## src/rtl/id_ex_stage_fwd_pkg.sv

```systemverilog
// Shared core definitions for the ID/EX stage: widths, bubble word,
// control-bundle layout and forwarding-source codes.
package core_pkg;
    localparam int          XLEN      = 32;
    localparam int          REG_IDX_W = 5;
    localparam int          CTRL_W    = 16;
    localparam logic [31:0] NOP_INST  = 32'h0000_0013;

    // Bit offsets of the fields packed into the control bundle
    localparam int CTRL_MEM_READ  = 0;
    localparam int CTRL_MEM_WRITE = 1;
    localparam int CTRL_REG_WRITE = 2;
    localparam int CTRL_ALU_SRC   = 3;
    localparam int CTRL_BRANCH    = 4;
    localparam int CTRL_JUMP      = 5;
    localparam int CTRL_ALU_OP_LSB = 6;
    localparam int CTRL_ALU_OP_W   = 4;
    localparam int CTRL_WB_SEL_LSB = 10;
    localparam int CTRL_WB_SEL_W   = 2;

    typedef enum logic [1:0] {
        FWD_RF    = 2'd0,
        FWD_EXMEM = 2'd1,
        FWD_MEMWB = 2'd2,
        FWD_WB    = 2'd3
    } fwd_src_e;

    // Source index to reported code; indices past the third share the top code.
    function automatic fwd_src_e fwd_code(input int idx);
        logic [1:0] c;
        if (idx >= 2) c = 2'd3;
        else          c = 2'(idx + 1);
        return fwd_src_e'(c);
    endfunction
endpackage

```

## src/rtl/id_ex_stage_fwd_if.sv

```systemverilog
// ID/EX boundary bundle: ID-side inputs, forwarding sources and registered EX-side outputs.
interface id_ex_stage_fwd_if #(
    parameter int XLEN    = 32,
    parameter int CTRL_W  = 16,
    parameter int NUM_FWD = 3
);
    import core_pkg::*;

    logic                          stall;
    logic                          flush;
    logic                          in_valid;
    logic [CTRL_W-1:0]             in_ctrl;
    logic [XLEN-1:0]               in_pc;
    logic [XLEN-1:0]               in_pc4;
    logic [XLEN-1:0]               in_imm;
    logic [31:0]                   in_inst;
    logic [REG_IDX_W-1:0]          in_rs1_addr;
    logic [REG_IDX_W-1:0]          in_rs2_addr;
    logic [XLEN-1:0]               in_rs1_data;
    logic [XLEN-1:0]               in_rs2_data;
    logic [NUM_FWD-1:0]            fwd_valid;
    logic [REG_IDX_W*NUM_FWD-1:0]  fwd_rd;
    logic [XLEN*NUM_FWD-1:0]       fwd_data;

    logic                          out_valid;
    logic [CTRL_W-1:0]             out_ctrl;
    logic [XLEN-1:0]               out_pc;
    logic [XLEN-1:0]               out_pc4;
    logic [XLEN-1:0]               out_imm;
    logic [31:0]                   out_inst;
    logic [REG_IDX_W-1:0]          out_rs1_addr;
    logic [REG_IDX_W-1:0]          out_rs2_addr;
    logic [XLEN-1:0]               out_rs1;
    logic [XLEN-1:0]               out_rs2;
    logic [1:0]                    out_fwd1;
    logic [1:0]                    out_fwd2;

    modport master (
        output stall, flush, in_valid, in_ctrl, in_pc, in_pc4, in_imm, in_inst,
               in_rs1_addr, in_rs2_addr, in_rs1_data, in_rs2_data,
               fwd_valid, fwd_rd, fwd_data,
        input  out_valid, out_ctrl, out_pc, out_pc4, out_imm, out_inst,
               out_rs1_addr, out_rs2_addr, out_rs1, out_rs2, out_fwd1, out_fwd2
    );

    modport slave (
        input  stall, flush, in_valid, in_ctrl, in_pc, in_pc4, in_imm, in_inst,
               in_rs1_addr, in_rs2_addr, in_rs1_data, in_rs2_data,
               fwd_valid, fwd_rd, fwd_data,
        output out_valid, out_ctrl, out_pc, out_pc4, out_imm, out_inst,
               out_rs1_addr, out_rs2_addr, out_rs1, out_rs2, out_fwd1, out_fwd2
    );
endinterface

```

## src/rtl/id_ex_stage_fwd_fwd_select.sv

```systemverilog
// Combinational priority matcher: the lowest-index valid source writing a
// non-zero register equal to addr supplies the data, otherwise dflt passes through.
module fwd_select
    import core_pkg::*;
#(
    parameter int XLEN    = 32,
    parameter int NUM_FWD = 3
) (
    input  logic [REG_IDX_W-1:0]         addr,
    input  logic [XLEN-1:0]              dflt,
    input  logic [NUM_FWD-1:0]           src_valid,
    input  logic [REG_IDX_W*NUM_FWD-1:0] src_rd,
    input  logic [XLEN*NUM_FWD-1:0]      src_data,
    output logic [XLEN-1:0]              data,
    output logic                         hit,
    output fwd_src_e                     code
);
    always_comb begin
        data = dflt;
        hit  = 1'b0;
        code = FWD_RF;
        // Walk from oldest to youngest so the lowest index overwrites last.
        for (int i = NUM_FWD - 1; i >= 0; i--) begin
            if (src_valid[i] && (src_rd[i*REG_IDX_W +: REG_IDX_W] == addr) && (addr != '0)) begin
                data = src_data[i*XLEN +: XLEN];
                hit  = 1'b1;
                code = fwd_code(i);
            end
        end
    end
endmodule

```

## src/rtl/id_ex_stage_fwd.sv

```systemverilog
// ID/EX pipeline register with stall hold, flush bubble and priority operand
// forwarding that keeps refreshing held operands. Optional counters: ID_EX_PERF_EN.
module id_ex_stage_fwd
    import core_pkg::*;
#(
    parameter int          XLEN     = core_pkg::XLEN,
    parameter int          CTRL_W   = core_pkg::CTRL_W,
    parameter int          NUM_FWD  = 3,
    parameter logic [31:0] NOP_INST = core_pkg::NOP_INST
) (
    input  logic                clk,
    input  logic                reset,
`ifdef ID_EX_PERF_EN
    output logic [31:0]         perf_bubbles,
    output logic [31:0]         perf_stalls,
    output logic [31:0]         perf_fwd_hits,
`endif
    id_ex_stage_fwd_if.slave    bus
);
    logic                 valid_q, valid_d;
    logic [CTRL_W-1:0]    ctrl_q, ctrl_d;
    logic [XLEN-1:0]      pc_q, pc_d, pc4_q, pc4_d, imm_q, imm_d;
    logic [31:0]          inst_q, inst_d;
    logic [REG_IDX_W-1:0] rs1_addr_q, rs1_addr_d, rs2_addr_q, rs2_addr_d;
    logic [XLEN-1:0]      rs1_q, rs1_d, rs2_q, rs2_d;
    logic [1:0]           fwd1_q, fwd1_d, fwd2_q, fwd2_d;

    logic                 hold_ops;
    logic [REG_IDX_W-1:0] sel1_addr, sel2_addr;
    logic [XLEN-1:0]      sel1_dflt, sel2_dflt, sel1_data, sel2_data;
    logic                 hit1, hit2;
    fwd_src_e             code1, code2;

    // While stalled the matchers look at the held operands instead of ID.
    assign hold_ops  = bus.stall && !bus.flush;
    assign sel1_addr = hold_ops ? rs1_addr_q : bus.in_rs1_addr;
    assign sel2_addr = hold_ops ? rs2_addr_q : bus.in_rs2_addr;
    assign sel1_dflt = hold_ops ? rs1_q      : bus.in_rs1_data;
    assign sel2_dflt = hold_ops ? rs2_q      : bus.in_rs2_data;

    fwd_select #(.XLEN(XLEN), .NUM_FWD(NUM_FWD)) u_sel1 (
        .addr(sel1_addr), .dflt(sel1_dflt), .src_valid(bus.fwd_valid),
        .src_rd(bus.fwd_rd), .src_data(bus.fwd_data),
        .data(sel1_data), .hit(hit1), .code(code1)
    );

    fwd_select #(.XLEN(XLEN), .NUM_FWD(NUM_FWD)) u_sel2 (
        .addr(sel2_addr), .dflt(sel2_dflt), .src_valid(bus.fwd_valid),
        .src_rd(bus.fwd_rd), .src_data(bus.fwd_data),
        .data(sel2_data), .hit(hit2), .code(code2)
    );

    always_comb begin
        valid_d    = valid_q;
        ctrl_d     = ctrl_q;
        pc_d       = pc_q;
        pc4_d      = pc4_q;
        imm_d      = imm_q;
        inst_d     = inst_q;
        rs1_addr_d = rs1_addr_q;
        rs2_addr_d = rs2_addr_q;
        rs1_d      = rs1_q;
        rs2_d      = rs2_q;
        fwd1_d     = fwd1_q;
        fwd2_d     = fwd2_q;
        if (bus.flush) begin
            // Bubble; pc/imm/operands still load raw so a debugger can see what was squashed.
            valid_d    = 1'b0;
            ctrl_d     = '0;
            inst_d     = NOP_INST;
            rs1_addr_d = '0;
            rs2_addr_d = '0;
            fwd1_d     = 2'd0;
            fwd2_d     = 2'd0;
            pc_d       = bus.in_pc;
            pc4_d      = bus.in_pc4;
            imm_d      = bus.in_imm;
            rs1_d      = bus.in_rs1_data;
            rs2_d      = bus.in_rs2_data;
        end else if (!bus.stall) begin
            valid_d    = bus.in_valid;
            ctrl_d     = bus.in_ctrl;
            pc_d       = bus.in_pc;
            pc4_d      = bus.in_pc4;
            imm_d      = bus.in_imm;
            inst_d     = bus.in_inst;
            rs1_addr_d = bus.in_rs1_addr;
            rs2_addr_d = bus.in_rs2_addr;
            rs1_d      = sel1_data;
            rs2_d      = sel2_data;
            fwd1_d     = code1;
            fwd2_d     = code2;
        end else begin
            rs1_d = sel1_data;
            rs2_d = sel2_data;
            if (hit1) fwd1_d = code1;
            if (hit2) fwd2_d = code2;
        end
    end

    always_ff @(posedge clk) begin
        if (!reset) begin
            valid_q    <= 1'b0;
            ctrl_q     <= '0;
            pc_q       <= '0;
            pc4_q      <= '0;
            imm_q      <= '0;
            inst_q     <= NOP_INST;
            rs1_addr_q <= '0;
            rs2_addr_q <= '0;
            rs1_q      <= '0;
            rs2_q      <= '0;
            fwd1_q     <= 2'd0;
            fwd2_q     <= 2'd0;
        end else begin
            valid_q    <= valid_d;
            ctrl_q     <= ctrl_d;
            pc_q       <= pc_d;
            pc4_q      <= pc4_d;
            imm_q      <= imm_d;
            inst_q     <= inst_d;
            rs1_addr_q <= rs1_addr_d;
            rs2_addr_q <= rs2_addr_d;
            rs1_q      <= rs1_d;
            rs2_q      <= rs2_d;
            fwd1_q     <= fwd1_d;
            fwd2_q     <= fwd2_d;
        end
    end

    assign bus.out_valid    = valid_q;
    assign bus.out_ctrl     = ctrl_q;
    assign bus.out_pc       = pc_q;
    assign bus.out_pc4      = pc4_q;
    assign bus.out_imm      = imm_q;
    assign bus.out_inst     = inst_q;
    assign bus.out_rs1_addr = rs1_addr_q;
    assign bus.out_rs2_addr = rs2_addr_q;
    assign bus.out_rs1      = rs1_q;
    assign bus.out_rs2      = rs2_q;
    assign bus.out_fwd1     = fwd1_q;
    assign bus.out_fwd2     = fwd2_q;

`ifdef ID_EX_PERF_EN
    logic [31:0] perf_bubbles_q, perf_bubbles_d;
    logic [31:0] perf_stalls_q, perf_stalls_d;
    logic [31:0] perf_fwd_hits_q, perf_fwd_hits_d;

    always_comb begin
        perf_bubbles_d  = perf_bubbles_q;
        perf_stalls_d   = perf_stalls_q;
        perf_fwd_hits_d = perf_fwd_hits_q;
        if (bus.flush) begin
            perf_bubbles_d = perf_bubbles_q + 32'd1;
        end else begin
            if (bus.stall) perf_stalls_d = perf_stalls_q + 32'd1;
            perf_fwd_hits_d = perf_fwd_hits_q + {31'd0, hit1} + {31'd0, hit2};
        end
    end

    always_ff @(posedge clk) begin
        if (!reset) begin
            perf_bubbles_q  <= '0;
            perf_stalls_q   <= '0;
            perf_fwd_hits_q <= '0;
        end else begin
            perf_bubbles_q  <= perf_bubbles_d;
            perf_stalls_q   <= perf_stalls_d;
            perf_fwd_hits_q <= perf_fwd_hits_d;
        end
    end

    assign perf_bubbles  = perf_bubbles_q;
    assign perf_stalls   = perf_stalls_q;
    assign perf_fwd_hits = perf_fwd_hits_q;
`endif
endmodule

```

## src/flat_wrapper.sv

```systemverilog
// flat-port wrapper written by rule: the top's interface ports become plain ports
module id_ex_stage_fwd_flat import core_pkg::*;
#(
    parameter int          XLEN     = core_pkg::XLEN,
    parameter int          CTRL_W   = core_pkg::CTRL_W,
    parameter int          NUM_FWD  = 3,
    parameter logic [31:0] NOP_INST = core_pkg::NOP_INST
)
  (clk, reset, bus_stall, bus_flush, bus_in_valid, bus_in_ctrl, bus_in_pc, bus_in_pc4, bus_in_imm, bus_in_inst, bus_in_rs1_addr, bus_in_rs2_addr, bus_in_rs1_data, bus_in_rs2_data, bus_fwd_valid, bus_fwd_rd, bus_fwd_data, bus_out_valid, bus_out_ctrl, bus_out_pc, bus_out_pc4, bus_out_imm, bus_out_inst, bus_out_rs1_addr, bus_out_rs2_addr, bus_out_rs1, bus_out_rs2, bus_out_fwd1, bus_out_fwd2);
  id_ex_stage_fwd_if #(.XLEN(XLEN), .CTRL_W(CTRL_W), .NUM_FWD(NUM_FWD)) bus_i ();
  input  logic clk;
  input  logic reset;
  input wire logic [$bits(bus_i.stall)-1:0] bus_stall;
  input wire logic [$bits(bus_i.flush)-1:0] bus_flush;
  input wire logic [$bits(bus_i.in_valid)-1:0] bus_in_valid;
  input wire logic [$bits(bus_i.in_ctrl)-1:0] bus_in_ctrl;
  input wire logic [$bits(bus_i.in_pc)-1:0] bus_in_pc;
  input wire logic [$bits(bus_i.in_pc4)-1:0] bus_in_pc4;
  input wire logic [$bits(bus_i.in_imm)-1:0] bus_in_imm;
  input wire logic [$bits(bus_i.in_inst)-1:0] bus_in_inst;
  input wire logic [$bits(bus_i.in_rs1_addr)-1:0] bus_in_rs1_addr;
  input wire logic [$bits(bus_i.in_rs2_addr)-1:0] bus_in_rs2_addr;
  input wire logic [$bits(bus_i.in_rs1_data)-1:0] bus_in_rs1_data;
  input wire logic [$bits(bus_i.in_rs2_data)-1:0] bus_in_rs2_data;
  input wire logic [$bits(bus_i.fwd_valid)-1:0] bus_fwd_valid;
  input wire logic [$bits(bus_i.fwd_rd)-1:0] bus_fwd_rd;
  input wire logic [$bits(bus_i.fwd_data)-1:0] bus_fwd_data;
  output wire logic [$bits(bus_i.out_valid)-1:0] bus_out_valid;
  output wire logic [$bits(bus_i.out_ctrl)-1:0] bus_out_ctrl;
  output wire logic [$bits(bus_i.out_pc)-1:0] bus_out_pc;
  output wire logic [$bits(bus_i.out_pc4)-1:0] bus_out_pc4;
  output wire logic [$bits(bus_i.out_imm)-1:0] bus_out_imm;
  output wire logic [$bits(bus_i.out_inst)-1:0] bus_out_inst;
  output wire logic [$bits(bus_i.out_rs1_addr)-1:0] bus_out_rs1_addr;
  output wire logic [$bits(bus_i.out_rs2_addr)-1:0] bus_out_rs2_addr;
  output wire logic [$bits(bus_i.out_rs1)-1:0] bus_out_rs1;
  output wire logic [$bits(bus_i.out_rs2)-1:0] bus_out_rs2;
  output wire logic [$bits(bus_i.out_fwd1)-1:0] bus_out_fwd1;
  output wire logic [$bits(bus_i.out_fwd2)-1:0] bus_out_fwd2;
  assign bus_i.stall = bus_stall;
  assign bus_i.flush = bus_flush;
  assign bus_i.in_valid = bus_in_valid;
  assign bus_i.in_ctrl = bus_in_ctrl;
  assign bus_i.in_pc = bus_in_pc;
  assign bus_i.in_pc4 = bus_in_pc4;
  assign bus_i.in_imm = bus_in_imm;
  assign bus_i.in_inst = bus_in_inst;
  assign bus_i.in_rs1_addr = bus_in_rs1_addr;
  assign bus_i.in_rs2_addr = bus_in_rs2_addr;
  assign bus_i.in_rs1_data = bus_in_rs1_data;
  assign bus_i.in_rs2_data = bus_in_rs2_data;
  assign bus_i.fwd_valid = bus_fwd_valid;
  assign bus_i.fwd_rd = bus_fwd_rd;
  assign bus_i.fwd_data = bus_fwd_data;
  assign bus_out_valid = bus_i.out_valid;
  assign bus_out_ctrl = bus_i.out_ctrl;
  assign bus_out_pc = bus_i.out_pc;
  assign bus_out_pc4 = bus_i.out_pc4;
  assign bus_out_imm = bus_i.out_imm;
  assign bus_out_inst = bus_i.out_inst;
  assign bus_out_rs1_addr = bus_i.out_rs1_addr;
  assign bus_out_rs2_addr = bus_i.out_rs2_addr;
  assign bus_out_rs1 = bus_i.out_rs1;
  assign bus_out_rs2 = bus_i.out_rs2;
  assign bus_out_fwd1 = bus_i.out_fwd1;
  assign bus_out_fwd2 = bus_i.out_fwd2;
  id_ex_stage_fwd #(.XLEN(XLEN), .CTRL_W(CTRL_W), .NUM_FWD(NUM_FWD), .NOP_INST(NOP_INST)) u_core (.clk(clk), .reset(reset), .bus(bus_i));
endmodule
```

## config.mk

```make
export PLATFORM = sky130hd
export DESIGN_NAME = id_ex_stage_fwd_flat
export DESIGN_NICKNAME = d
export VERILOG_FILES = /design/src/rtl/id_ex_stage_fwd_pkg.sv /design/src/rtl/id_ex_stage_fwd_if.sv /design/src/rtl/id_ex_stage_fwd_fwd_select.sv /design/src/rtl/id_ex_stage_fwd.sv /design/src/flat_wrapper.sv
export SDC_FILE = /design/constraint.sdc
export NUM_CORES = 1
export LEC_CHECK = 0
export CORE_AREA = 4 4 217 219
export CTS_BUF_LIST = sky130_fd_sc_hd__clkbuf_16
export DETAILED_ROUTE_END_ITERATION = 12
export DIE_AREA = 0 0 221 223
export PLACE_DENSITY = 0.57
export REMOVE_ABC_BUFFERS = 1
export SYNTH_ARGS = -nofsm -noshare
export SYNTH_HDL_FRONTEND = slang
export SYNTH_SLANG_ARGS = --single-unit
```

## constraint.sdc

```tcl
create_clock -name clk -period 3.3 [get_ports clk]
set_input_delay 0.495 -clock clk [delete_from_list [all_inputs] [get_ports clk]]
set_output_delay 0.495 -clock clk [all_outputs]
set_load 0.1 [all_outputs]
```

==> results of run 1 <==
-- power by group --
part | switching, mW | total, mW | internal, mW
sequential | 0.0947 | 2.95 | 2.86
combinational | 1.73 | 2.62 | 0.892
clock | 1.24 | 2.82 | 1.57
total | 3.07 | 8.39 | 5.32
-- layout make-up --
| cell class | instances | share of cell area |
|---|---|---|
| Antenna cell | 5 | 0.000698 |
| Clock buffer | 29 | 0.0405 |
| Clock inverter | 22 | 0.00558 |
| Inverter | 10 | 0.00209 |
| Multi-Input combinational cell | 859 | 0.314 |
| Sequential cell | 223 | 0.249 |
| Tap cell | 600 | 0.0419 |
| Timing Repair Buffer | 632 | 0.346 |
-- placed cells by master, fill, tap and decap left out, types with 2 or more instances in the layout --
cell type	Yosys	layout
a2111oi_0	2	2
a21boi_0	96	96
a21oi_1	72	72
a221o_1	37	37
a221oi_1	27	27
a22o_1	37	37
a31oi_1	3	2
a31oi_4	0	2
and4_1	2	2
buf_12	0	17
buf_4	0	115
clkbuf_16	0	29
clkdlybuf4s50_1	0	499
clkinv_1	0	6
clkinv_2	0	8
clkinvlp_4	0	2
dfxtp_1	223	223
diode_2	0	5
inv_1	10	16
mux2i_1	97	97
nand2_1	239	238
nand2b_1	4	3
nand3_1	2	2
nand4_1	5	5
nor2_1	100	97
nor2_2	1	4
nor2b_1	7	6
nor3_1	4	4
o21a_1	2	2
o21ai_0	4	4
o21ai_2	1	2
o221ai_1	5	5
o2bb2ai_1	27	27
or2_2	3	3
or3_1	2	2
or4b_1	32	32
xnor2_1	12	12
xor2_1	15	15
-- state kept, by name, summed over array words and instances (netlist names) --
name,count
u_core.bus.out_imm,32
u_core.bus.out_inst,32
u_core.bus.out_pc4,32
u_core.bus.out_pc,32
u_core.bus.out_rs1,32
u_core.bus.out_rs2,32
u_core.bus.out_ctrl,16
u_core.bus.out_rs1_addr,5
u_core.bus.out_rs2_addr,5
u_core.bus.out_fwd1,2
u_core.bus.out_fwd2,2
u_core.bus.out_valid,1
-- stage by stage --
stage / power [mW] / hold WS (ps)
finish: 8.39 / 376
global route: 8.73 / 382
CTS: 8.52 / 353
detailed placement: 5.63 / 451
global placement: 5.62 / 446
floorplan: 4.57 / 619
-- routing by layer --
metal,wire (um),global-route usage,up-vias,part of all wire
li1,-,-,5424,-
met1,19200,0.209,5267,0.39
met2,24300,0.332,502,0.49
met3,4100,0.0624,90,0.083
met4,2000,0.0705,0,0.040
met5,0,0,-,0
-- worst max-delay path by stage --
stage / endpoint / cells after the start
3_5_place_dp: u_core.bus.out_rs1[6] / 9
5_1_grt: u_core.bus.out_rs1[24] / 13
6_report: u_core.bus.out_rs1[24] / 13
4_1_cts: u_core.bus.out_rs1[24] / 9
3_3_place_gp: u_core.bus.out_rs1[6] / 9
2_1_floorplan: u_core.bus.out_rs1[6] / 6
-- worst min-delay path: stages --
cell     delay [ps]
buf_2           140
nor2b_1         200
nand2_1          70
-- repair_timing --
item,CTS,global route
endpoints found under the setup margin,0,13
resized for setup,0,1
hold buffers,0,0
buffers inserted,0,2
-- kinds of logic (layout without fill, tap and decap cells) --
logic type,after synthesis,after routing,synth area share
xor gates and xnor gates,27,27,0.0226
and+or+nand+nor,410,410,0.179
other,0,5,0
DFF,223,223,0.426
buffers and inverters,110,693,0.0432
muxes,98,98,0.0949
AOI/OAI and AO/OA,323,324,0.234
==> impl_results.md, run 1 <==
- Synth top cells by count: nand2_1 (239), dfxtp_1 (223), nor2_1 (100)
- Via count: between 10000 and 15000
- R2R setup slack: 520 ps
- Sequential Area: approximately 4500 um2
- Fmax: 330 MHz
- Die height: roughly 220 um
- GP Congestion: 0.885
- Initial drt markers: roughly 700
- Grt ovf: 0
- Fillcell total: 4507
- Worst clock skew: 15.5 ps
- CTS root buf: clkbuf_16
- Asr flop ratio synth: 0
- Layout cells sized above 1: 0.108
- Crit-path slowest cell: clkdlybuf4s50_1
- Ys flop type: dfxtp_1
- Post-route minimum period: 3030 ps
- Vias per cell: 4.74
- Slew @ Worst Pin: 1110 ps
- Sequential-to-total area share from yosys stat: 0.426
- Clock latency at the later pin of the worst-skew pair: 560 ps
- Hold-critical path endpoint: u_core.bus.out_inst[1]
- Worst setup path start: bus_flush
- Final ANT Viol Nets: 0
- Crit-path max cell delay: approximately 500 ps
- Hold Crit Depth: 3
- FF-to-FF path depth: 9
- Initial Utilization: 0.232
- Placed Area: 17000 um2
- Design area: 17900 um2
- Worst EP arrival: 3460 ps
- Hold Path Class: in2reg
- CP Class: in2reg
- Yosys top cell area share: 0.426
- RR Endpoint: u_core.bus.out_rs2[12]
- Cell family with most CP delay: buffers and inverters
- Pin count of the biggest net entering global routing: 100
- Maximum VDD drop: 332 uV
- Syn-to-layout area delta: 71.3%
- Final setup TNS: 0 ps
- CP Capture Type: flop
- Port Buffer Count: 559
- Maxcap violations: 0
- TritonCTS buffer count: 28
- Placed cell count: 2321
- Die area: roughly 50000 um2
- Final setup violation count: 0
- Final Hold Viols: 0
- Distinct cells, synth: 52
- Relative slew slack: 0.262
- Clk slew on worst S/H paths: roughly 60 ps
- Total Routing Usage GR: 0.187
- Area of the multi-input gates: 5640 um2
- Critical path cell sequence: clkdlybuf4s50_1 > nor2b_4 > buf_12 > mux2i_1 > buf_4 > xor2_1 > nand4_1 > buf_4 > nand2_1 > nor3b_4 > buf_12 > buf_12 > a221o_1
- Drt total wl: 49.6 mm
- Drc violations: 0
- # clock sinks: between 200 and 250
- IO Count: 560
- HP Start: reset
- Layout Nets: 2091
- Startpoint Class: input port
- Crit-path max FO: 15
- Initial antenna violation count: 5
- Pre-CTS setup slack: -451 ps
- Status: completed
- Most used cell, CP: buf_12
- Chip width: 221 um
- Drt pass-1 iters: 5
- Pwr dens: around 470 nW/um2
- Post-layout util: 0.398
- Clock buffer depth: 3
- First-pass GRT wire length: just over 70 mm
- Synthesized area: 10500 um2
- Slew Limit Fails: 0
- Row cnt: just under 80
- CP bufs+invs: 6
- Synth Instances: 1191
- Synth area leaders: dfxtp_1 (43%), mux2i_1 (9.3%), nand2_1 (8.6%)
- Number of synthesized flops with an enable pin: 0
- RSZ-0062 raised after global routing: no
- Yosys reg bits: 223
- Vias in the first global route: between 10000 and 15000
- Leading area contributor after synthesis: dfxtp_1
- Worst setup margin: approximately 270 ps
- Fin crit share: 0.919
- Hpwl dp: 36.4 mm
- Syn Area/Cell: 8.79 um2
- R2R Path Start: u_core.bus.out_rs2_addr[1]
- Post-Layout Cell Count: 2380
- Yosys Warn Count: 0
- Htree depth: 1
- Lkg Pwr: between 7 and 8 nW
- CTS tree: built
- Most common cell in the netlist: nand2_1
- Core Area: 45100 um2
- WL per Instance: approximately 21 um
- WP data required: 3730 ps
No activity file was read; power rests on OpenSTA's default activity.
==> run 2: changes to the inputs <==
CORE_AREA = 2 2 217 219   (was 4 4 217 219)
DIE_AREA = 0 0 219 221   (was 0 0 221 223)
PLACE_DENSITY = 0.6   (was 0.57)
SYNTH_HIERARCHICAL = 1   (was default)
==> impl_results.md, run 2 <==
- CP bufs+invs: 2 (-4)
- Most frequent cells in the layout: clkdlybuf4s50_1 (509), nand2_1 (428), dfxtp_1 (223)
- Maxcap violations: 0 (unchanged)
- Sequential-to-total area share from yosys stat: 0.375 (-0.0512)
- Hold Crit Depth: 4 (+1)
- IO Count: 560 (unchanged)
- Drt total wl: 53.4 mm (+7.7%)
- Synth top cells by count: nand2_1 (428), dfxtp_1 (223), mux2i_1 (124)
- Final Hold Viols: 0 (unchanged)
- Yosys top cell area share: 0.375 (-0.0512)
- Fmax: 349 MHz (+5.7%)
- Fin crit share: 0.869 (-0.0493)
- Layout cells sized above 1: 0.0827 (-0.0255)
- Placed Area: 18000 um2 (+5.8%)
- Leading area contributor after synthesis: dfxtp_1
- Placed cell count: 2566 (+11%)
- R2R Path Start: u_core/bus.out_rs1_addr[1]
- Maximum VDD drop: 375 uV (+13%)
- Htree depth: 1 (unchanged)
- Initial Utilization: 0.258 (+0.0261)
- Synthesized area: 11900 um2 (+14%)
- Number of gates resized after cts: 0 (unchanged)
- Lkg Pwr: 7.80 nW (+8.4%)
- Final ANT Viol Nets: 0 (unchanged)
- Startpoint Class: input port
- Initial drt markers: 945 (+35%)
- Top layer in use: met4
- RR Endpoint: u_core/bus.out_rs1[1]
- Hold-critical path endpoint: u_core/bus.out_rs2_addr[0]
- Hold Path Class: in2reg
- Pre-CTS setup slack: -170 ps (+281 ps)
- Total power: 9.05 mW (+7.9%)
- Worst setup path start: bus_in_rs1_addr[2]
- Synth area leaders: dfxtp_1 (38%), nand2_1 (14%), mux2i_1 (10%)
- Total Routing Usage GR: 0.212 (+0.0243)
- Cell family with most CP delay: simple AND/OR/NAND/NOR gates
- Wl on met1: 21.3 mm (+11%)
- Die height: 221 um (-0.90%)
- Most common cell in the netlist: nand2_1
- Syn-to-layout area delta: 59.7%
- Commonest non-fill, non-tap cell in the layout: clkdlybuf4s50_1
- CTS tree: built
- WL per Instance: 20.4 um (-2.1%)
- Crit-path max cell delay: 960 ps (+450 ps)
- Pwr dens: 476 nW/um2 (+1.8%)
- Design area: 19000 um2 (+6.0%)
- Clk slew on worst S/H paths: 60 ps (about the same)
- Syn Area/Cell: 8.09 um2 (-8.0%)
- Sequential Area: 4460 um2 (unchanged)
- Post-CTS setup buffers: 0 (unchanged)
- TritonCTS buffer count: 28 (unchanged)
- GP Congestion: 0.812 (-8.3%)
- Asr flop ratio synth: 0 (unchanged)
- Slew Limit Fails: 0 (unchanged)
- Crit-path max FO: 20 (+5)
- Clock latency at the later pin of the worst-skew pair: 560 ps (about the same)
- Synth Instances: 1471 (+24%)
- Relative slew slack: 0.197 (-0.0652)
- Die area: 48400 um2 (-1.8%)
- Area of the multi-input gates: 6690 um2 (+19%)
- Final setup violation count: 0 (unchanged)
- Fillcell total: 4649 (+3.2%)
- Worst setup margin: 431 ps (+163 ps)
- FF-to-FF path depth: 9 (unchanged)
- CTS root buf: clkbuf_16
- HP Start: bus_stall
- Layout Nets: 2326 (+11%)
- Port Buffer Count: 559 (unchanged)
- Hpwl dp: 38.2 mm (+4.9%)
- Clock buffer depth: 3 (unchanged)
- Number of synthesized flops with an enable pin: 0 (unchanged)
- Ys flop type: dfxtp_1
- Status: completed
- Drc violations: 0 (unchanged)
- Met3 wire length: 4.73 mm (+15%)
- Chip width: 219 um (-0.90%)
- Post-route minimum period: 2870 ps (-163 ps)
- Most used cell, CP: nand2_1
- RSZ-0062 raised after global routing: no
- Wire length on met2: 26.1 mm (+7.5%)
- R2R setup slack: 560 ps (+40 ps)
- CTS Hold Bufs: 0 (unchanged)
- Initial antenna violation count: 5 (unchanged)
- Pin count of the biggest net entering global routing: 88 (-12%)
- Vias in the first global route: 12736 (+9.9%)
- Core Area: 46100 um2 (+2.2%)
- Post-Layout Cell Count: 2620 (+10%)
- WP data required: 3790 ps (+60 ps)
- Slew @ Worst Pin: 1200 ps (+93.9 ps)
- Worst clock skew: 13.0 ps (-2.54 ps)
- Row cnt: 79 (+1.3%)
- CP Capture Type: flop
- Yosys reg bits: 223 (unchanged)
- # clock sinks: 223 (unchanged)
- Critical path cell sequence: clkdlybuf4s50_1 > nand2_1 > nand2_1 > xnor2_1 > nand4_1 > nor3_4 > buf_4 > a22o_1 > mux2i_1 > nor2b_1
- First-pass GRT wire length: 79.0 mm (+8.7%)
- Worst EP arrival: 3360 ps (-100 ps)
- Vias per cell: 4.79 (+1.0%)
- CP Class: in2reg
- Crit-path slowest cell: nor3_4
- Grt ovf: 0 (unchanged)
- Yosys Warn Count: 6 (+6)
- Distinct cells, synth: 36 (-31%)
- Via count: 12545 (+11%)
- Drt pass-1 iters: 5 (unchanged)
## run 2: per-layer routing
metal  vias to the layer above  GRT usage
met2                       510      0.365
li1                       6035          -
met5                         -          0
met4                         0     0.0647
met1                      5930      0.253
met3                        70     0.0591
## run 2: cell families (layout without fill, tap and decap cells)
logic type / after synthesis / after routing / share of synthesized area
flip-flops: 223 / 223 / 0.375
buffers and inverters: 149 / 686 / 0.0671
multiplexers: 124 / 124 / 0.104
AND/OR/NAND/NOR: 644 / 644 / 0.240
AO/OA/AOI/OAI: 301 / 301 / 0.191
other: 0 / 5 / 0
XOR/XNOR: 30 / 30 / 0.0221
## run 2: power by group
group | internal [mW] | switching (mW) | leakage [nW]
Combinational | 0.972 | 1.88 | 5.47
Sequential | 2.86 | 0.0885 | 1.84
Clock | 1.97 | 1.28 | 0.481
Total | 5.80 | 3.25 | 7.80
## run 2: worst max-delay path by stage
stage                             endpoint  slack [ps]  cells past startpoint
floorplan           u_core/bus.out_fwd1[0]       -5440                     11
CTS                  u_core/bus.out_rs1[5]         440                     11
finish               u_core/bus.out_rs1[1]         430                     10
detailed placement   u_core/bus.out_rs1[5]        -170                     11
global placement     u_core/bus.out_rs1[5]        -110                     11
global route        u_core/bus.out_rs1[18]         250                     11
## run 2: final cells by class
| class | count | share of cell area |
|---|---|---|
| sequential | 223 | 0.235 |
| antenna | 5 | 0.000659 |
| multi-input combinational | 1099 | 0.352 |
| timing repair buffer | 611 | 0.317 |
| inverter | 26 | 0.00514 |
| tap | 607 | 0.0400 |
| clock inverter | 20 | 0.0120 |
| clock buffer | 29 | 0.0382 |
## run 2: stage by stage
stage | TNS (ps) | hold slack (ps) | util
final | 0 | 342 | 0.412
after global routing | 0 | 333 | 0.412
after CTS | 0 | 316 | 0.412
after detailed placement | -3220 | 441 | 0.391
after global placement | -1520 | 436 | 0.391
after floorplan | -657060 | 613 | -
## run 2: tightest hold or removal path: stages
cell and delay [ps]:
buf_4 110, buf_4 130, mux2i_1 70, nor2_1 70
